--- src/rtl/param_multicycle_cpu_pkg.sv ---
// Shared definitions for the parametrised multicycle CPU.
//   - opcode encodings (4-bit field at the top of every instruction word)
//   - FSM state encoding
//   - small decode helper used by the controller
package cpu_pkg;

  localparam logic [3:0] OP_MV   = 4'd0;
  localparam logic [3:0] OP_MVI  = 4'd1;
  localparam logic [3:0] OP_ADD  = 4'd2;
  localparam logic [3:0] OP_SUB  = 4'd3;
  localparam logic [3:0] OP_LD   = 4'd4;
  localparam logic [3:0] OP_ST   = 4'd5;
  localparam logic [3:0] OP_MVNZ = 4'd6;
  localparam logic [3:0] OP_SLT  = 4'd7;
  localparam logic [3:0] OP_MUL  = 4'd8;
  localparam logic [3:0] OP_HALT = 4'd15;

  typedef enum logic [2:0] {
    S_IDLE,
    S_FETCH,
    S_LOAD_IR,
    S_EXEC,
    S_IMM,
    S_MEMRD,
    S_HALTED
  } state_t;

  // Instructions that need a fourth cycle (immediate fetch or memory read).
  function automatic logic needs_extra_cycle(input logic [3:0] op);
    return (op == OP_MVI) || (op == OP_LD);
  endfunction

endpackage

--- src/rtl/param_multicycle_cpu_if.sv ---
// Memory-side bus of the multicycle CPU.
//   imem_addr  : instruction address (sync ROM answers one cycle later)
//   imem_rdata : instruction / immediate word
//   dmem_addr  : data address
//   dmem_wdata : store data
//   dmem_we    : store strobe, one cycle per ST
//   dmem_rdata : load data, valid one cycle after dmem_addr
// master = CPU core, slave = memory subsystem.
interface param_multicycle_cpu_if #(
  parameter int DATA_W = 16
);

  logic [DATA_W-1:0] imem_addr;
  logic [DATA_W-1:0] imem_rdata;
  logic [DATA_W-1:0] dmem_addr;
  logic [DATA_W-1:0] dmem_wdata;
  logic              dmem_we;
  logic [DATA_W-1:0] dmem_rdata;

  modport master (
    output imem_addr,
    output dmem_addr,
    output dmem_wdata,
    output dmem_we,
    input  imem_rdata,
    input  dmem_rdata
  );

  modport slave (
    input  imem_addr,
    input  dmem_addr,
    input  dmem_wdata,
    input  dmem_we,
    output imem_rdata,
    output dmem_rdata
  );

endinterface

--- src/rtl/param_multicycle_cpu_regfile.sv ---
// Register file of the multicycle CPU. The last register is the PC.
//   clock, resetn      : clock, asynchronous active-low reset
//   ra_sel / ra_data   : combinational read port A
//   rb_sel / rb_data   : combinational read port B
//   dbg_sel / dbg_data : combinational debug read port
//   we, wa, wd         : write port
//   pc_inc             : increment the PC (the write port wins over it)
//   pc                 : current PC value
module cpu_regfile #(
  parameter int DATA_W   = 16,
  parameter int NREGS    = 8,
  parameter int RESET_PC = 0
) (
  input  logic                     clock,
  input  logic                     resetn,
  input  logic [$clog2(NREGS)-1:0] ra_sel,
  output logic [DATA_W-1:0]        ra_data,
  input  logic [$clog2(NREGS)-1:0] rb_sel,
  output logic [DATA_W-1:0]        rb_data,
  input  logic [$clog2(NREGS)-1:0] dbg_sel,
  output logic [DATA_W-1:0]        dbg_data,
  input  logic                     we,
  input  logic [$clog2(NREGS)-1:0] wa,
  input  logic [DATA_W-1:0]        wd,
  input  logic                     pc_inc,
  output logic [DATA_W-1:0]        pc
);

  localparam int RW = $clog2(NREGS);

  logic [DATA_W-1:0] regs [NREGS];

  genvar gi;
  generate
    for (gi = 0; gi < NREGS; gi++) begin : g_reg
      localparam bit                IS_PC   = (gi == NREGS - 1);
      localparam logic [DATA_W-1:0] RST_VAL = IS_PC ? DATA_W'(RESET_PC) : '0;

      logic [DATA_W-1:0] q;

      always_ff @(posedge clock or negedge resetn) begin
        if (!resetn) begin
          q <= RST_VAL;
        end else if (we && (wa == RW'(gi))) begin
          // A writeback to the PC is a jump and overrides the increment.
          q <= wd;
        end else if (IS_PC && pc_inc) begin
          q <= q + DATA_W'(1);
        end
      end

      assign regs[gi] = q;
    end
  endgenerate

  assign ra_data  = regs[ra_sel];
  assign rb_data  = regs[rb_sel];
  assign dbg_data = regs[dbg_sel];
  assign pc       = regs[NREGS-1];

endmodule

--- src/rtl/param_multicycle_cpu.sv ---
// Parametrised multicycle CPU core.
//   clock    : single clock, rising edge
//   resetn   : asynchronous active-low reset
//   run      : level, enables instruction fetch
//   mem      : memory bus (param_multicycle_cpu_if.master)
//   done     : pulse in the last cycle of every instruction
//   halted   : level, core stopped by HALT until reset
//   dbg_sel  : debug register select
//   dbg_data : combinational R[dbg_sel]
// Optional feature: define MUL_EN to make opcode 8 an unsigned multiply
// (low DATA_W bits kept); without it opcode 8 is a NOP and no multiplier
// is built.
// All bus outputs and done are registered: they are computed one edge
// ahead (in LOAD_IR, or on the edge that enters FETCH) so that they are
// valid during the cycle the instruction needs them.
module param_multicycle_cpu
  import cpu_pkg::*;
#(
  parameter int DATA_W   = 16,
  parameter int NREGS    = 8,
  parameter int RESET_PC = 0
) (
  input  logic                     clock,
  input  logic                     resetn,
  input  logic                     run,
  param_multicycle_cpu_if.master   mem,
  output logic                     done,
  output logic                     halted,
  input  logic [$clog2(NREGS)-1:0] dbg_sel,
  output logic [DATA_W-1:0]        dbg_data
);

  localparam int             RW     = $clog2(NREGS);
  localparam logic [RW-1:0]  PC_IDX = RW'(NREGS - 1);

  state_t            state;
  logic [DATA_W-1:0] ir;
  logic              nz;
  logic [DATA_W-1:0] imem_addr_reg;
  logic [DATA_W-1:0] dmem_addr_reg;
  logic [DATA_W-1:0] dmem_wdata_reg;
  logic              dmem_we_reg;
  logic              done_reg;
  logic              halted_reg;

  // Fields of the latched instruction.
  logic [3:0]    op;
  logic [RW-1:0] rx;
  logic [RW-1:0] ry;
  assign op = ir[DATA_W-1 -: 4];
  assign rx = ir[DATA_W-5 -: RW];
  assign ry = ir[DATA_W-5-RW -: RW];

  // Fields of the word arriving from the ROM, decoded during LOAD_IR.
  logic [3:0]    new_op;
  logic [RW-1:0] new_rx;
  logic [RW-1:0] new_ry;
  assign new_op = mem.imem_rdata[DATA_W-1 -: 4];
  assign new_rx = mem.imem_rdata[DATA_W-5 -: RW];
  assign new_ry = mem.imem_rdata[DATA_W-5-RW -: RW];

  // Low IR bits carry no meaning; keep them from looking like dead logic.
  logic unused_ir;
  assign unused_ir = ^ir;

  // Register file
  logic [RW-1:0]     ra_sel, rb_sel;
  logic [DATA_W-1:0] ra_data, rb_data, pc;
  logic              rf_we, pc_inc;
  logic [RW-1:0]     rf_wa;
  logic [DATA_W-1:0] rf_wd;

  // In LOAD_IR the read ports look ahead at the incoming instruction so
  // that the store address/data can be registered for EXEC.
  assign ra_sel = (state == S_LOAD_IR) ? new_rx : rx;
  assign rb_sel = (state == S_LOAD_IR) ? new_ry : ry;

  cpu_regfile #(
    .DATA_W   (DATA_W),
    .NREGS    (NREGS),
    .RESET_PC (RESET_PC)
  ) u_regfile (
    .clock    (clock),
    .resetn   (resetn),
    .ra_sel   (ra_sel),
    .ra_data  (ra_data),
    .rb_sel   (rb_sel),
    .rb_data  (rb_data),
    .dbg_sel  (dbg_sel),
    .dbg_data (dbg_data),
    .we       (rf_we),
    .wa       (rf_wa),
    .wd       (rf_wd),
    .pc_inc   (pc_inc),
    .pc       (pc)
  );

  // ALU: single-cycle operations executed in EXEC.
  logic [DATA_W-1:0] alu_res;
  logic              alu_wr;
  logic              alu_sets_nz;

  always_comb begin
    alu_res     = '0;
    alu_wr      = 1'b0;
    alu_sets_nz = 1'b0;
    case (op)
      OP_MV: begin
        alu_res = rb_data;
        alu_wr  = 1'b1;
      end
      OP_MVNZ: begin
        alu_res = rb_data;
        alu_wr  = nz;
      end
      OP_ADD: begin
        alu_res     = ra_data + rb_data;
        alu_wr      = 1'b1;
        alu_sets_nz = 1'b1;
      end
      OP_SUB: begin
        alu_res     = ra_data - rb_data;
        alu_wr      = 1'b1;
        alu_sets_nz = 1'b1;
      end
      OP_SLT: begin
        alu_res     = (ra_data < rb_data) ? DATA_W'(1) : '0;
        alu_wr      = 1'b1;
        alu_sets_nz = 1'b1;
      end
`ifdef MUL_EN
      OP_MUL: begin
        alu_res     = ra_data * rb_data;
        alu_wr      = 1'b1;
        alu_sets_nz = 1'b1;
      end
`endif
      default: begin
        alu_wr = 1'b0;
      end
    endcase
  end

  // Register writeback and PC increment.
  always_comb begin
    rf_we  = 1'b0;
    rf_wa  = rx;
    rf_wd  = alu_res;
    pc_inc = 1'b0;
    case (state)
      S_FETCH: pc_inc = 1'b1;
      S_EXEC: begin
        if (op == OP_MVI) begin
          pc_inc = 1'b1;
        end else if (alu_wr) begin
          rf_we = 1'b1;
        end
      end
      S_IMM: begin
        rf_we = 1'b1;
        rf_wd = mem.imem_rdata;
      end
      S_MEMRD: begin
        rf_we = 1'b1;
        rf_wd = mem.dmem_rdata;
      end
      default: rf_we = 1'b0;
    endcase
  end

  // Address of the next fetch when leaving a done cycle: a writeback to the
  // PC in that same cycle redirects it.
  logic [DATA_W-1:0] fetch_addr;
  assign fetch_addr = (rf_we && (rf_wa == PC_IDX)) ? rf_wd : pc;

  always_ff @(posedge clock or negedge resetn) begin
    if (!resetn) begin
      state          <= S_IDLE;
      ir             <= '0;
      nz             <= 1'b0;
      imem_addr_reg  <= '0;
      dmem_addr_reg  <= '0;
      dmem_wdata_reg <= '0;
      dmem_we_reg    <= 1'b0;
      done_reg       <= 1'b0;
      halted_reg     <= 1'b0;
    end else begin
      done_reg    <= 1'b0;
      dmem_we_reg <= 1'b0;
      case (state)
        S_IDLE: begin
          if (run) begin
            state         <= S_FETCH;
            imem_addr_reg <= pc;
          end
        end

        S_FETCH: begin
          state <= S_LOAD_IR;
        end

        S_LOAD_IR: begin
          ir       <= mem.imem_rdata;
          state    <= S_EXEC;
          done_reg <= !needs_extra_cycle(new_op);
          if (new_op == OP_MVI) begin
            // PC already points past the instruction word.
            imem_addr_reg <= pc;
          end
          if ((new_op == OP_LD) || (new_op == OP_ST)) begin
            dmem_addr_reg <= rb_data;
          end
          if (new_op == OP_ST) begin
            dmem_wdata_reg <= ra_data;
            dmem_we_reg    <= 1'b1;
          end
        end

        S_EXEC: begin
          if (op == OP_MVI) begin
            state    <= S_IMM;
            done_reg <= 1'b1;
          end else if (op == OP_LD) begin
            state    <= S_MEMRD;
            done_reg <= 1'b1;
          end else if (op == OP_HALT) begin
            state      <= S_HALTED;
            halted_reg <= 1'b1;
          end else begin
            if (alu_sets_nz) begin
              nz <= (alu_res != '0);
            end
            state <= run ? S_FETCH : S_IDLE;
            if (run) begin
              imem_addr_reg <= fetch_addr;
            end
          end
        end

        S_IMM, S_MEMRD: begin
          state <= run ? S_FETCH : S_IDLE;
          if (run) begin
            imem_addr_reg <= fetch_addr;
          end
        end

        S_HALTED: begin
          state <= S_HALTED;
        end

        default: begin
          state <= S_IDLE;
        end
      endcase
    end
  end

  assign mem.imem_addr  = imem_addr_reg;
  assign mem.dmem_addr  = dmem_addr_reg;
  assign mem.dmem_wdata = dmem_wdata_reg;
  assign mem.dmem_we    = dmem_we_reg;
  assign done           = done_reg;
  assign halted         = halted_reg;

endmodule

--- src/flat_wrapper.sv ---
// flat-port wrapper written by rule: the top's interface ports become plain ports
module param_multicycle_cpu_flat import cpu_pkg::*;
#(
  parameter int DATA_W   = 16,
  parameter int NREGS    = 8,
  parameter int RESET_PC = 0
)
  (clock, resetn, run, done, halted, dbg_sel, dbg_data, mem_imem_addr, mem_dmem_addr, mem_dmem_wdata, mem_dmem_we, mem_imem_rdata, mem_dmem_rdata);
  param_multicycle_cpu_if #(.DATA_W(DATA_W)) mem_i ();
  input  logic clock;
  input  logic resetn;
  input  logic run;
  output logic done;
  output logic halted;
  input  logic [$clog2(NREGS)-1:0] dbg_sel;
  output logic [DATA_W-1:0] dbg_data;
  output wire logic [$bits(mem_i.imem_addr)-1:0] mem_imem_addr;
  output wire logic [$bits(mem_i.dmem_addr)-1:0] mem_dmem_addr;
  output wire logic [$bits(mem_i.dmem_wdata)-1:0] mem_dmem_wdata;
  output wire logic [$bits(mem_i.dmem_we)-1:0] mem_dmem_we;
  input wire logic [$bits(mem_i.imem_rdata)-1:0] mem_imem_rdata;
  input wire logic [$bits(mem_i.dmem_rdata)-1:0] mem_dmem_rdata;
  assign mem_imem_addr = mem_i.imem_addr;
  assign mem_dmem_addr = mem_i.dmem_addr;
  assign mem_dmem_wdata = mem_i.dmem_wdata;
  assign mem_dmem_we = mem_i.dmem_we;
  assign mem_i.imem_rdata = mem_imem_rdata;
  assign mem_i.dmem_rdata = mem_dmem_rdata;
  param_multicycle_cpu #(.DATA_W(DATA_W), .NREGS(NREGS), .RESET_PC(RESET_PC)) u_core (.clock(clock), .resetn(resetn), .run(run), .mem(mem_i), .done(done), .halted(halted), .dbg_sel(dbg_sel), .dbg_data(dbg_data));
endmodule
--- config.mk ---
export PLATFORM = sky130hd
export DESIGN_NAME = param_multicycle_cpu_flat
export DESIGN_NICKNAME = d
export VERILOG_FILES = /design/src/rtl/param_multicycle_cpu_pkg.sv /design/src/rtl/param_multicycle_cpu_if.sv /design/src/rtl/param_multicycle_cpu_regfile.sv /design/src/rtl/param_multicycle_cpu.sv /design/src/flat_wrapper.sv
export SDC_FILE = /design/constraint.sdc
export NUM_CORES = 1
export LEC_CHECK = 0
export ABC_AREA = 1
export CAP_MARGIN = 15
export CORE_AREA = 2 2 254 131
export DETAILED_ROUTE_END_ITERATION = 10
export DIE_AREA = 0 0 256 133
export DONT_BUFFER_PORTS = 1
export GPL_TIMING_DRIVEN = 0
export PLACE_DENSITY_LB_ADDON = 0.12
export SLEW_MARGIN = 40
export SYNTH_ARGS = -nofsm -noshare
export SYNTH_HDL_FRONTEND = slang
export SYNTH_SLANG_ARGS = --single-unit
--- constraint.sdc ---
create_clock -name clock -period 5.1 [get_ports clock]
set_clock_uncertainty 0.2 [all_clocks]
set_input_delay 0.765 -clock clock [delete_from_list [all_inputs] [get_ports clock]]
set_output_delay 0.765 -clock clock [all_outputs]
set_load 0.05 [all_outputs]
* Word level (Yosys, flattened, before mapping)
Cells that the tools add are included.
** Operators by class
- Reduce and logical (&&, ||, !) cells :: 26
- Equality and inequality tests :: 28
- Add/sub/neg operators :: 3
- Bitwise operators :: 6
- Muxes and demuxes :: 42
- Order comparisons :: 4
** Operators by type and width (number)
- $mux 16 :: 15
- $bmux 16 s3 :: 3
- $pmux 16 s4 :: 2
- $pmux 16 s2 :: 1
- $eq 3x3->1 const B :: 7
- $eq 4x3->1 const B :: 5
- $mux 3 :: 6
- $pmux 3 s6 :: 1
- $add 16x1->16 const B :: 1
- $add 16x16->16 :: 1
- $lt 16x16->1 :: 1
- $reduce_bool 16->1 :: 1
- $sub 16x16->16 :: 1
- $eq 3x2->1 const B :: 4
- $ge 4x4->1 const B :: 3
- $not 3->4 :: 3
- $mux 1 :: 10
- $ne 2x2->1 const B :: 5
- $eq 4x1->1 const B :: 2
- $eq 4x2->1 const B :: 2
- $logic_and 1x1->1 :: 8
- $pmux 1 s2 :: 4
- $eq 3x1->1 const B :: 2
- $logic_not 3->1 :: 2
- 14 further kinds :: 19
** Word-level totals
- Register bits after elaboration :: 199
- Bits of input ports :: 38
- Word-level logic and storage cells :: 126
- Output and inout port bits :: 67

* Depth between registers and ports, before layout
Gate-level depths: netlist of run 1.
- Depth after elaboration :: 16
- Gate-level depth with buffers :: 34
- Depth with buffers taken out :: 31

* Modules after synthesis
A second synthesis of run 1 with hierarchy kept.
** Second synthesis, totals
- Cell total of the unflattened synthesis :: 2141
- Area, all modules :: 13822.0 um^2
** Modules (own cells, without submodules)
- cpu_regfile :: sequential area each 3203.1 um^2, times used 1, cells an instance 1291, area an instance 8509.4 um^2
- param_multicycle_cpu :: sequential area each 1626.6 um^2, times used 1, cells an instance 850, area an instance 5312.6 um^2

* Least setup slack after synthesis of run 1
OpenSTA, ideal clock, no wires.
- Path kind :: input to register
- Start point :: input port mem_imem_rdata[6]
- End point :: register u_core.nz
- Arrival time :: 3.420 ns
- Stages on the path :: 25
- Data required time :: 4.787 ns
- Path buffers :: 1
- Setup time :: 0.113 ns
- Path slack :: 1.367 ns
- Path through :: nand4_4 > nand2_4 > buf_2 > nand2_1 > o211ai_1 > nand3_1 > and2_1 > ha_1 > fa_1 > inv_1 > nand3_1 > nand3_1 > nand2_1 > nand2_1 > nand2_1 > nand2_1 > nand2_1 > nand2_1 > nor2_1 > nor2_2 > nand2_1 > nor2_1 > nand3_1 > nand2_1 > inv_1
** Between the ends
- Cells in the longest elaborated chain, start to end :: 9
- Elaborated cells on any way between the ends :: 11
- Those cells by class :: 2 x add/sub; 1 x order compare; 6 x mux; 1 x bitwise; 1 x reduce/logical
** Ends and longest elaborated chain
- start: declaration :: RTL line flat_wrapper.sv:21 : input wire logic [$bits(mem_i.imem_rdata)-1:0] mem_imem_rdata;
- $mux 3 * :: RTL line param_multicycle_cpu.sv:76 : assign rb_sel = (state == S_LOAD_IR) ? new_ry : ry;
- $not 3->4 (not written as such) * :: RTL line param_multicycle_cpu_regfile.sv:57 : assign rb_data = regs[rb_sel];
- $bmux 16 s3 * :: RTL line param_multicycle_cpu_regfile.sv:57
- $mux 16 (not written as such) * (2 in a row) :: RTL line param_multicycle_cpu_regfile.sv:57
- via u_core.rb_data[0] :: RTL line param_multicycle_cpu.sv:68 : logic [DATA_W-1:0] ra_data, rb_data, pc;
- $lt 16x16->1 :: RTL line param_multicycle_cpu.sv:127 : alu_res = (ra_data < rb_data) ? DATA_W'(1) : '0;
- $mux 1 :: RTL line param_multicycle_cpu.sv:127
- $pmux 16 s4 * :: RTL line param_multicycle_cpu.sv:107 : case (op)
- $reduce_bool 16->1 * :: RTL line param_multicycle_cpu.sv:231 : nz <= (alu_res != '0);
- end signal: assignment :: RTL line param_multicycle_cpu.sv:231
- end: declaration :: RTL line param_multicycle_cpu.sv:38 : logic nz;
The timed path passes the listed nets; every way through them passes the cells marked *. The select of a mux whose other input is x is not followed.
A chain may end at the register's enable or synchronous reset.

* Worst setup path in the final report of run 1
- Start point :: register u_core.ir[10]
- End point :: register u_core.nz
** Between the ends
- Cells in the longest elaborated chain, start to end :: 9
- Elaborated cells on any way between the ends :: 11
- Those cells by class :: 2 x add/sub; 1 x order compare; 6 x mux; 1 x bitwise; 1 x reduce/logical
** Ends and longest elaborated chain
- start: declaration :: RTL line param_multicycle_cpu.sv:37 : logic [DATA_W-1:0] ir;
- start signal: assignment :: RTL line param_multicycle_cpu.sv:203 : ir <= mem.imem_rdata;
- $mux 3 * :: RTL line param_multicycle_cpu.sv:75 : assign ra_sel = (state == S_LOAD_IR) ? new_rx : rx;
- $not 3->4 (not written as such) * :: RTL line param_multicycle_cpu_regfile.sv:56 : assign ra_data = regs[ra_sel];
- $bmux 16 s3 * :: RTL line param_multicycle_cpu_regfile.sv:56
- $mux 16 (not written as such) * (2 in a row) :: RTL line param_multicycle_cpu_regfile.sv:56
- via u_core.ra_data[7] :: RTL line param_multicycle_cpu.sv:68
- $lt 16x16->1 :: RTL line param_multicycle_cpu.sv:127
- $mux 1 :: RTL line param_multicycle_cpu.sv:127
- $pmux 16 s4 * :: RTL line param_multicycle_cpu.sv:107
- $reduce_bool 16->1 * :: RTL line param_multicycle_cpu.sv:231
Marked as above.

==> results of run 1 <==
[synthesized netlist by cell type (11+ instances only)]
library cell,instances
nand2_1,574
clkbuf_1,59
nand4_1,16
nand3_2,11
buf_6,11
nor2_1,96
xor2_1,18
buf_2,36
dfrtp_1,193
nor3_1,11
ha_1,32
o22ai_1,19
a31oi_1,23
o21ai_0,244
a21oi_1,141
a221oi_1,17
o211ai_1,16
nand3_1,187
o21ai_1,50
buf_4,15
inv_1,252
[layer usage]
| layer | wire [um] | global-route usage, % | share of wire, % | up-vias |
|---|---|---|---|---|
| met2 | 22930 | 44.72 | 34 | 1120 |
| met3 | 10670 | 14.58 | 16 | 100 |
| met1 | 31850 | 63.51 | 48 | 7558 |
| met4 | 1556 | 10.49 | 2.3 | 2 |
| li1 | - | - | - | 6945 |
| met5 | 16 | 0 | 0.024 | - |
[path summary, 6_finish.rpt]
kind,start,end,slack (ns),depth (start not counted)
max,u_core.ir[10],u_core.nz,0.06,26
min,resetn,u_core.mem.imem_addr[0],-0.21,0
max reg2reg,u_core.ir[10],u_core.nz,0.06,26
min reg2reg,u_core.ir[14],u_core.ir[14],0.29,2
max in group asynchronous,resetn,u_core.u_regfile.g_reg[4].q[12],4.49,0
min in group clock,mem_imem_rdata[13],u_core.ir[13],0.29,2
[cell families after synthesis]
family | count (synthesis) | share of synthesized area [%]
muxes | 1 | 0.07946
adders and majority gates | 34 | 3.108
buffers and inverters | 385 | 11.63
xor gates and xnor gates | 18 | 1.113
AOI/OAI and AO/OA | 532 | 20.72
and+or+nand+nor | 937 | 29.27
DFF | 193 | 34.08
[critical path: stages, from the launching register on]
cell and delay, ns:
dfrtp_1 0.53, inv_1 0.31, nand2_1 0.14, o21ai_2 0.12, buf_6 0.23, buf_4 0.25, a21oi_1 0.06, o21ai_1 0.16
nand2_1 0.15, o22ai_4 0.31, ha_2 0.41, inv_1 0.17, nand2_1 0.21, nor3_1 0.18, nand2_1 0.09, nand2_1 0.20
nand2_1 0.11, nand2_1 0.07, nand2_1 0.04, nand3_1 0.09, nand2_1 0.07, nor2_2 0.15, nand2_1 0.13, nor2_4 0.20
nand3_1 0.17, nand2_1 0.09, inv_1 0.03
[area by class of cell]
type                       count  area share, %
multi-input combinational   1522          51.25
sequential                   193          31.01
inverter                     261          6.361
buffer                       120          4.321
tap                          441          3.542
clock buffer                  19          2.779
clock inverter                10         0.6827
timing repair buffer           1        0.04819
[stage by stage]
step / setup slack [ns] / TNS (ns) / instances / utilization (%)
CTS: 0.03195 / 0 / 2571 / 48.09
finish: 0.05588 / 0 / 2567 / 48.43
global placement: -0.6057 / -17.02 / 2541 / 45.77
detailed placement: -0.4727 / -12.82 / 2541 / 46.12
floorplan: 1.367 / 0 / 2100 / -
global route: -0.03053 / -0.03082 / 2567 / 48.43
[timing repair]
item,4_1_cts,5_1_grt
setup endpoints to repair,73,95
hold endpoints to repair,193,193
pin swaps,1,0
buffers inserted,1,0
resized for setup,22,36
==> results by group, run 1 <==
Place
  – Weighted congestion at the end of routability-driven global placement: about 1.0
  – Cell area after placement: about 15000 um^2
  – Count of port buffers added during placement: 0
  – Total half-perimeter wirelength after legalization and detailed placement: roughly 53 mm

Routing
  – Vias per std cell: about 6.1
  – Remaining routing DRC violations: 0
  – Wirelength, routed: 67.02 mm
  – Post-detailed-route count of antenna-violating nets: 0
  – Detail-routed net length per standard cell: roughly 26 um
  – DRC violation total after the first TritonRoute iteration: between 2000 and 2500
  – Count of vias placed by the detailed router: about 16000
  – Pre-antenna DRT Iters: 6

Timing
  – Finish-stage setup viols: 0
  – Fmax: 0.1983 GHz
  – Measured slew at the worst slew-check pin: between 0.8 and 0.9 ns
  – Final critical path time including I/O delays and setup: just over 5 ns
  – Number of max-slew violations in the final report: 0
  – Unrepaired setup endpoints after global routing: true
  – Relative slew slack: about two fifths
  – Final period utilization: 98.90%
  – Hold violation count in the final report: approximately 190
  – Worst Hold Slack: -0.2119 ns

Logic synthesis
  – Flip-flop cell with the highest count after synthesis: dfrtp_1
  – Ranking of synthesized cells by area: dfrtp_1, nand2_1, o21ai_0
  – Flops & latches, synth: just under 200
  – Fraction of synthesis flops using an asynchronous set or reset pin: 100.0%
  – Total standard cell area after synthesis: between 10000 and 15000 um^2
  – YS warnings: 0
  – Average size of a mapped cell: approximately 6.7 um^2
  – Top cell type by total area after synthesis: dfrtp_1
  – Post-Syn Nets: 2172
  – Number of distinct library cells after synthesis: just over 50
  – Area share of the largest cell type after synthesis: 34.08%
  – Number of flops mapped to enable cells by yosys: 0
  – Post-synthesis instance total: between 2000 and 2500
  – Sequential cell area fraction in the yosys report: between 30 and 40%

CTS
  – CTS tree: built
  – CTS Buf Count: 17
  – Buffers from clock root to sink, at most: 2
  – Clock-pin slew reported for the worst setup and hold paths after clock tree synthesis: approximately 0.08 ns
  – Htree depth: 4
  – CTS Sinks: 193
  – Clock latency on the worst-skew pair: 0.46 ns
  – CTS Root Cell: clkbuf_16

Setup path
  – Worst Path Class, Setup: reg2reg
  – Worst setup EP type: flip-flop
  – Required @ worst endpoint: 5.25 ns
  – Kind of launch point of the worst setup path: flip-flop
  – Arrival time at the worst endpoint: roughly 5.2 ns
  – Crit path max fanout: 10

Run status
  – Outcome: finished with violations
  – Violations in the final reports: hold timing

Global route
  – Number of antenna violations at the first check in global routing: 2
  – Vias in the first global route: about 14000
  – Pin count of the biggest net entering global routing: roughly 190
  – First-pass GRT wire length: 95.32 mm
  – Gr usage total: between 30 and 40%
  – Congestion Overflow GR: 0

Die
  – Io pins: between 100 and 150
  – Number of placement rows: between 40 and 50
  – Die boundary height: 133 um
  – Starting density of the core: approximately 44%
  – Core outline area: between 30000 and 40000 um^2
  – Horizontal die dimension: 256 um
  – Die Outline Area: 34050 um^2

Final layout
  – Synthesis-to-layout area growth: 9.933%
  – Commonest cells after routing, fill and taps aside: nand2_1, inv_1, o21ai_0, dfrtp_1, nand3_1
  – Final instance area: 15580 um^2
  – Total inserted antenna cells: 0
  – Layout filler cell count: 3353
  – Flip-flop count of the largest register after layout: 112
  – Total area of sequential cells: 4831 um^2
  – Most common library cell in the layout ignoring fill and taps: nand2_1
  – Share of final-layout standard cells stronger than drive strength 1: 9.831%
  – Combined area of the multi-input logic cells: between 7000 and 8000 um^2
  – Reg with most FFs: u_core.u_regfile.g.q
  – Number of nets in the layout: around 2200

Run
  – Count of max-cap constraint violations: 0

Hold path
  – Hold/Removal Path Class: in2async
Power of run 1 is left out: the tool's default activity adds up to more than one toggle a clock period on the data nets, which glitch-free logic cannot reach.
==> run 2, diff against run 1 <==
- TNS_END_PERCENT: not set -> 5
==> results by group, run 2 (synthesized netlist as in run 1, its figures left out) <==
Die
  – Starting density of the core: 44.05% (unchanged)
  – Core outline area: 32170 um^2 (unchanged)
  – Horizontal die dimension: 256 um (unchanged)
  – Number of placement rows: 47 (unchanged)
  – Die Outline Area: 34050 um^2 (unchanged)
  – Die boundary height: 133 um (unchanged)
  – Io pins: 105 (unchanged)

Place
  – Total half-perimeter wirelength after legalization and detailed placement: 53.33 mm (unchanged)
  – Total placed cells including tap cells: 2541 (unchanged)
  – Count of port buffers added during placement: 0 (unchanged)
  – Weighted congestion at the end of routability-driven global placement: 1.029 (unchanged)

Final layout
  – Combined area of the multi-input logic cells: 7998 um^2 (+0.17%)
  – Total area of sequential cells: 4831 um^2 (unchanged)
  – Layout filler cell count: 3348 (-0.15%)
  – Flip-flop count of the largest register after layout: 112 (unchanged)
  – Reg with most FFs: u_core.u_regfile.g.q
  – Total inserted antenna cells: 0 (unchanged)
  – Most common library cell in the layout ignoring fill and taps: nand2_1
  – Utilization after layout: 48.48% (+0.051 points)
  – Share of final-layout standard cells stronger than drive strength 1: 9.873% (+0.042 points)
  – Post-route insts no fill: 2568 (+0.039%)
  – Synthesis-to-layout area growth: 10.05%
  – Commonest cells after routing, fill and taps aside: nand2_1, inv_1, o21ai_0, dfrtp_1, nand3_1
  – Number of nets in the layout: 2189 (+0.046%)

Setup path
  – Delay of the slowest cell on the worst path: 0.41 ns (-0.12 ns)
  – Top cell family by delay on the critical path: simple AND/OR/NAND/NOR gates
  – Kind of launch point of the worst setup path: flip-flop
  – Arrival time at the worst endpoint: 5.19 ns (about the same)
  – Flop-to-flop setup slack: 0.06 ns (about the same)
  – Worst Path Class, Setup: reg2reg
  – Crit path max fanout: 10 (unchanged)
  – Bufs and invs on worst path: 7 (+2)
  – Crit path top cell by count: nand2_1
  – Crit-path slowest cell: ha_2
  – Required @ worst endpoint: 5.25 ns (about the same)
  – Worst setup EP type: flip-flop

Routing
  – Detail-routed net length per standard cell: 26.10 um (about the same)
  – Count of vias placed by the detailed router: 15690 (-0.24%)
  – DRC violation total after the first TritonRoute iteration: 2445 (+0.37%)
  – Vias per std cell: 6.109 (-0.28%)
  – Post-detailed-route count of antenna-violating nets: 0 (unchanged)
  – Pre-antenna DRT Iters: 6 (unchanged)
  – Remaining routing DRC violations: 0 (unchanged)
  – Wirelength, routed: 67.01 mm (about the same)

Timing
  – Hold violation count in the final report: 193 (unchanged)
  – Measured slew at the worst slew-check pin: 0.8996 ns (+0.01342 ns)
  – Number of max-slew violations in the final report: 0 (unchanged)
  – Fmax: 0.1985 GHz (+0.11%)
  – Relative slew slack: 39.84% (-0.90 points)
  – Aggregate negative setup slack: 0 ns (unchanged)
  – Final critical path time including I/O delays and setup: 5.039 ns (-0.005448 ns)
  – Finish-stage setup viols: 0 (unchanged)
  – Worst Hold Slack: -0.2143 ns (-0.002487 ns)
  – Unrepaired setup endpoints after global routing: true
  – Final period utilization: 98.80% (-0.11 points)

CTS
  – Htree depth: 4 (unchanged)
  – CTS Buf Count: 17 (unchanged)
  – CTS Root Cell: clkbuf_16
  – Clock latency on the worst-skew pair: 0.46 ns (about the same)
  – Clock-pin slew reported for the worst setup and hold paths after clock tree synthesis: 0.08 ns (about the same)
  – Buffers from clock root to sink, at most: 2 (unchanged)
  – CTS tree: built
  – CTS Sinks: 193 (unchanged)

Global route
  – GRT busiest layer: met1
  – Gr usage total: 38.90% (unchanged)
  – Number of antenna violations at the first check in global routing: 2 (unchanged)
  – Vias in the first global route: 13690 (unchanged)
  – Pin count of the biggest net entering global routing: 194 (unchanged)
  – GR met3 Demand/Resource: 14.58% (unchanged)
  – Met1 track demand over resource in global routing: 63.51% (unchanged)
  – Congestion Overflow GR: 0 (unchanged)
  – Met2 global-route usage: 44.72% (unchanged)
  – First-pass GRT wire length: 95.32 mm (unchanged)

Run status
  – Violations in the final reports: hold timing
  – Outcome: finished with violations

Hold path
  – Hold/Removal Path Class: in2async

Run
  – Count of max-cap constraint violations: 0 (unchanged)
-- run 2: final cells by class --
| type | instances | area share, % |
|---|---|---|
| plain buffers | 121 | 4.333 |
| clock buffers | 19 | 2.776 |
| clock inverters | 10 | 0.6820 |
| inverters | 261 | 6.355 |
| multi-input cells | 1522 | 51.29 |
| flip-flops and latches | 193 | 30.98 |
| well taps | 441 | 3.538 |
| repair buffers | 1 | 0.04814 |
-- run 2: final timing paths --
check / from / end / cells past startpoint
hold reg to reg: u_core.ir[14] / u_core.ir[14] / 2
min in group clock: mem_imem_rdata[13] / u_core.ir[13] / 2
setup / recovery: u_core.state[2] / u_core.nz / 29
max in group asynchronous: resetn / u_core.u_regfile.g_reg[4].q[12] / 0
setup reg to reg: u_core.state[2] / u_core.nz / 29
hold / removal: resetn / u_core.mem.imem_addr[0] / 0
-- run 2: layer usage --
metal	wire [um]	share of wire, %
met5	16	0.024
met3	10400	16
met4	1563	2.3
met2	23050	34
met1	31990	48
-- run 2: stage by stage --
| step | worst slack (ns) | cell area, um^2 |
|---|---|---|
| final | 0.06132 | 15590 |
| after global routing | -0.02702 | 15590 |
| after CTS | 0.03195 | 15470 |
| after detailed placement | -0.4727 | 14830 |
| after global placement | -0.6057 | 14720 |
| after floorplan | 1.367 | 14170 |
-- run 2: repair_timing --
| item | 4_1_cts | 5_1_grt |
|---|---|---|
| resized for setup | 22 | 37 |
| endpoints found under the setup margin | 73 | 95 |
| buffers inserted | 1 | 0 |
| pin swaps | 1 | 0 |
| endpoints found under the hold margin | 193 | 193 |
Power of run 2 is left out for the same reason.
==> run 3, diff against run 2 <==
--- a/config.mk
+++ b/config.mk
@@ -6,9 +6,8 @@
 export NUM_CORES = 1
 export LEC_CHECK = 0
-export ABC_AREA = 1
 export CAP_MARGIN = 15
-export CORE_AREA = 2 2 254 131
+export CORE_AREA = 2 2 245 126
 export DETAILED_ROUTE_END_ITERATION = 10
-export DIE_AREA = 0 0 256 133
+export DIE_AREA = 0 0 247 128
 export DONT_BUFFER_PORTS = 1
 export GPL_TIMING_DRIVEN = 0
==> constraint.sdc (replaced) <==
create_clock -name clock -period 5.1 [get_ports clock]
set_clock_uncertainty 0.2 [all_clocks]
set_input_delay 1.275 -clock clock [delete_from_list [all_inputs] [get_ports clock]]
set_output_delay 1.275 -clock clock [all_outputs]
set_load 0.05 [all_outputs]
==> results by group, run 3 <==
Logic synthesis
  – YS warnings: 0 (unchanged)
  – Flops & latches, synth: 193 (unchanged)
  – Number of flops mapped to enable cells by yosys: 0 (unchanged)
  – Sequential cell area fraction in the yosys report: 36.93% (+2.8 points)
  – Post-synthesis instance total: 1485 (-29%)
  – Fraction of synthesis flops using an asynchronous set or reset pin: 100.0% (unchanged)
  – Total standard cell area after synthesis: 13080 um^2 (-7.7%)
  – Post-Syn Nets: 1557 (-28%)
  – Average size of a mapped cell: 8.806 um^2 (+31%)
  – Area share of the largest cell type after synthesis: 36.93% (+2.8 points)
  – Number of distinct library cells after synthesis: 90 (+76%)
  – Flip-flop cell with the highest count after synthesis: dfrtp_1
  – Most used standard cells in the synthesized netlist: nand2_1, dfrtp_1, o21ai_0
  – Top cell type by total area after synthesis: dfrtp_1
  – Ranking of synthesized cells by area: dfrtp_1, nand2_1, mux4_2
  – Count leader, synth: nand2_1

Setup path
  – Flop-to-flop setup slack: -0.48 ns (-0.55 ns)
  – Capturing point of the worst reg2reg path: u_core.mem.imem_addr[14]
  – Launch instance of the worst register-to-register path: u_core.state[2]
  – Crit path max fanout: 7 (-3)
  – Arrival time at the worst endpoint: 5.75 ns (+0.56 ns)
  – Worst setup EP type: flip-flop
  – Kind of launch point of the worst setup path: flip-flop
  – FF-to-FF path depth: 23 (-21%)
  – Worst Path Class, Setup: reg2reg
  – Required @ worst endpoint: 5.26 ns (about the same)

Routing
  – Remaining routing DRC violations: 0 (unchanged)
  – DRC violation total after the first TritonRoute iteration: 1940 (-21%)
  – Vias per std cell: 6.486 (+6.2%)
  – Post-detailed-route count of antenna-violating nets: 0 (unchanged)
  – Pre-antenna DRT Iters: 6 (unchanged)
  – Count of vias placed by the detailed router: 12760 (-19%)
  – Wirelength, routed: 56.61 mm (-16%)
  – Detail-routed net length per standard cell: 28.78 um (+10%)

Place
  – Count of port buffers added during placement: 0 (unchanged)
  – Weighted congestion at the end of routability-driven global placement: 1.040 (+1.1%)
  – Total half-perimeter wirelength after legalization and detailed placement: 41.96 mm (-21%)

CTS
  – CTS tree: built
  – Clock latency on the worst-skew pair: 0.47 ns (about the same)
  – Clock-pin slew reported for the worst setup and hold paths after clock tree synthesis: 0.08 ns (about the same)
  – Buffers from clock root to sink, at most: 2 (unchanged)
  – CTS Sinks: 193 (unchanged)
  – CTS Root Cell: clkbuf_16
  – Htree depth: 4 (unchanged)
  – CTS Buf Count: 17 (unchanged)

Final layout
  – Number of nets in the layout: 1627 (-26%)
  – Reg with most FFs: u_core.u_regfile.g.q
  – Share of final-layout standard cells stronger than drive strength 1: 22.96% (+13 points)
  – Total area of sequential cells: 4831 um^2 (unchanged)
  – Total inserted antenna cells: 0 (unchanged)
  – Layout filler cell count: 2782 (-17%)
  – Flip-flop count of the largest register after layout: 112 (unchanged)
  – Most common library cell in the layout ignoring fill and taps: nand2_1
  – Synthesis-to-layout area growth: 18.69%
  – Commonest cells after routing, fill and taps aside: nand2_1, dfrtp_1, o21ai_0, nand3_1, mux2_2
  – Combined area of the multi-input logic cells: 8364 um^2 (+4.6%)

Hold path
  – Hold/Removal Path Class: in2async

Timing
  – Worst Hold Slack: 0.2876 ns (+0.5019 ns)
  – Final period utilization: 109.5% (+11 points)
  – Unrepaired setup endpoints after global routing: true
  – Fmax: 0.1791 GHz (-9.8%)
  – Final critical path time including I/O delays and setup: 5.584 ns (+0.5454 ns)
  – Measured slew at the worst slew-check pin: 0.9421 ns (+0.04252 ns)
  – Hold violation count in the final report: 0 (-100%)
  – Setup ws final: -0.4841 ns (-0.5454 ns)
  – Relative slew slack: 37.19% (-2.6 points)
  – Number of max-slew violations in the final report: 0 (unchanged)
  – Finish-stage setup viols: 111 (+111)

Die
  – Io pins: 105 (unchanged)
  – Horizontal die dimension: 247 um (-3.5%)
  – Die boundary height: 128 um (-3.8%)
  – Core outline area: 29670 um^2 (-7.8%)
  – Starting density of the core: 44.07% (about the same)
  – Die Outline Area: 31620 um^2 (-7.1%)
  – Number of placement rows: 45 (-4.3%)

Run status
  – Violations in the final reports: setup timing
  – Outcome: finished with violations

Global route
  – Pin count of the biggest net entering global routing: 194 (unchanged)
  – Congestion Overflow GR: 0 (unchanged)
  – Number of antenna violations at the first check in global routing: 0 (-2)
  – First-pass GRT wire length: 79.92 mm (-16%)
  – Vias in the first global route: 11400 (-17%)
  – Gr usage total: 35.66% (-3.2 points)

Run
  – Count of max-cap constraint violations: 0 (unchanged)
-- run 3: cell count changes after synthesis, moves of 59 or more --
cell and delta:
nand3_1 -129, inv_1 -210, a21oi_1 -102, mux2_2 +59, o21ai_0 -106, nand2_1 -179
-- run 3: timing repair --
action / 4_1_cts / 5_1_grt
buffers inserted: 32 / 19
pin swaps: 34 / 27
hold endpoints to repair: 0 / 0
gates cloned: 3 / 1
endpoints found under the setup margin: 159 / 137
hold buffers: 0 / 0
resized for setup: 147 / 89
-- run 3: through the flow --
| stage | setup slack, ns | TNS (ns) | instances | cell area (um^2) | util [%] |
|---|---|---|---|---|---|
| 4_1_cts | -0.3984 | -14.96 | 1948 | 14960 | 50.42 |
| 2_1_floorplan | -0.3546 | -5.880 | 1485 | 13110 | - |
| 6_report | -0.4841 | -20.78 | 1967 | 15520 | 52.31 |
| 3_5_place_dp | -2.121 | -206.44 | 1884 | 13640 | 45.98 |
| 5_1_grt | -0.5574 | -28.92 | 1967 | 15520 | 52.31 |
| 3_3_place_gp | -2.386 | -233.26 | 1884 | 13610 | 45.87 |
-- run 3: how the worst max path moves through the flow --
stage | from | end | slack [ns] | cells past startpoint
after CTS | u_core.state[0] | u_core.mem.imem_addr[14] | -0.40 | 24
after floorplan | mem_imem_rdata[6] | u_core.mem.imem_addr[14] | -0.35 | 18
final | u_core.state[2] | u_core.mem.imem_addr[14] | -0.48 | 23
after global routing | u_core.state[2] | u_core.mem.imem_addr[14] | -0.56 | 23
after global placement | mem_imem_rdata[10] | u_core.u_regfile.pc[10] | -2.39 | 17
after detailed placement | mem_imem_rdata[10] | u_core.mem.imem_addr[14] | -2.12 | 18
-- run 3: final cells by class --
cell class	count	share of cell area [%]
sequential	193	31.12
clock inverter	13	0.7416
timing repair buffer	53	3.015
multi-input combinational	1144	53.89
clock buffer	19	2.918
inverter	47	1.185
tap	399	3.216
buffer	99	3.910
-- run 3: worst max-delay path, cell delays in order (launching register included) --
cell and delay (ns):
dfrtp_1 0.39, or3b_4 0.48, buf_12 0.18, mux2i_4 0.25
inv_2 0.11, buf_8 0.16, buf_6 0.14, buf_8 0.13
nand2_2 0.06, nand2_1 0.05, o211ai_1 0.21, o21ai_2 0.13
buf_6 0.15, ha_4 0.24, nor2b_4 0.14, o31a_1 0.36
o21a_2 0.28, a311o_1 0.41, o31ai_2 0.27, xnor2_1 0.10
a222oi_1 0.35, buf_4 0.23, a21oi_4 0.10, a221o_1 0.32
-- run 3: cells by family (layout without fill, tap and decap cells) --
| group | after synthesis | after routing | share of synthesized area [%] |
|---|---|---|---|
| and+or+nand+nor | 603 | 603 | 20.06 |
| AOI/OAI and AO/OA | 339 | 340 | 17.16 |
| DFF | 193 | 193 | 36.93 |
| buffers and inverters | 149 | 231 | 4.573 |
| muxes | 143 | 143 | 16.29 |
| adders and majority gates | 34 | 34 | 3.368 |
| xor gates and xnor gates | 24 | 24 | 1.607 |
-- run 3: routing by layer --
| metal | GRT usage, % | vias to the layer above | share of wire, % |
|---|---|---|---|
| li1 | - | 5429 | - |
| met1 | 55.00 | 6332 | 45 |
| met2 | 42.10 | 907 | 36 |
| met3 | 18.00 | 85 | 16 |
| met4 | 8.469 | 4 | 2.0 |
| met5 | 1.393 | - | 0.16 |
Power of run 3 is left out for the same reason.
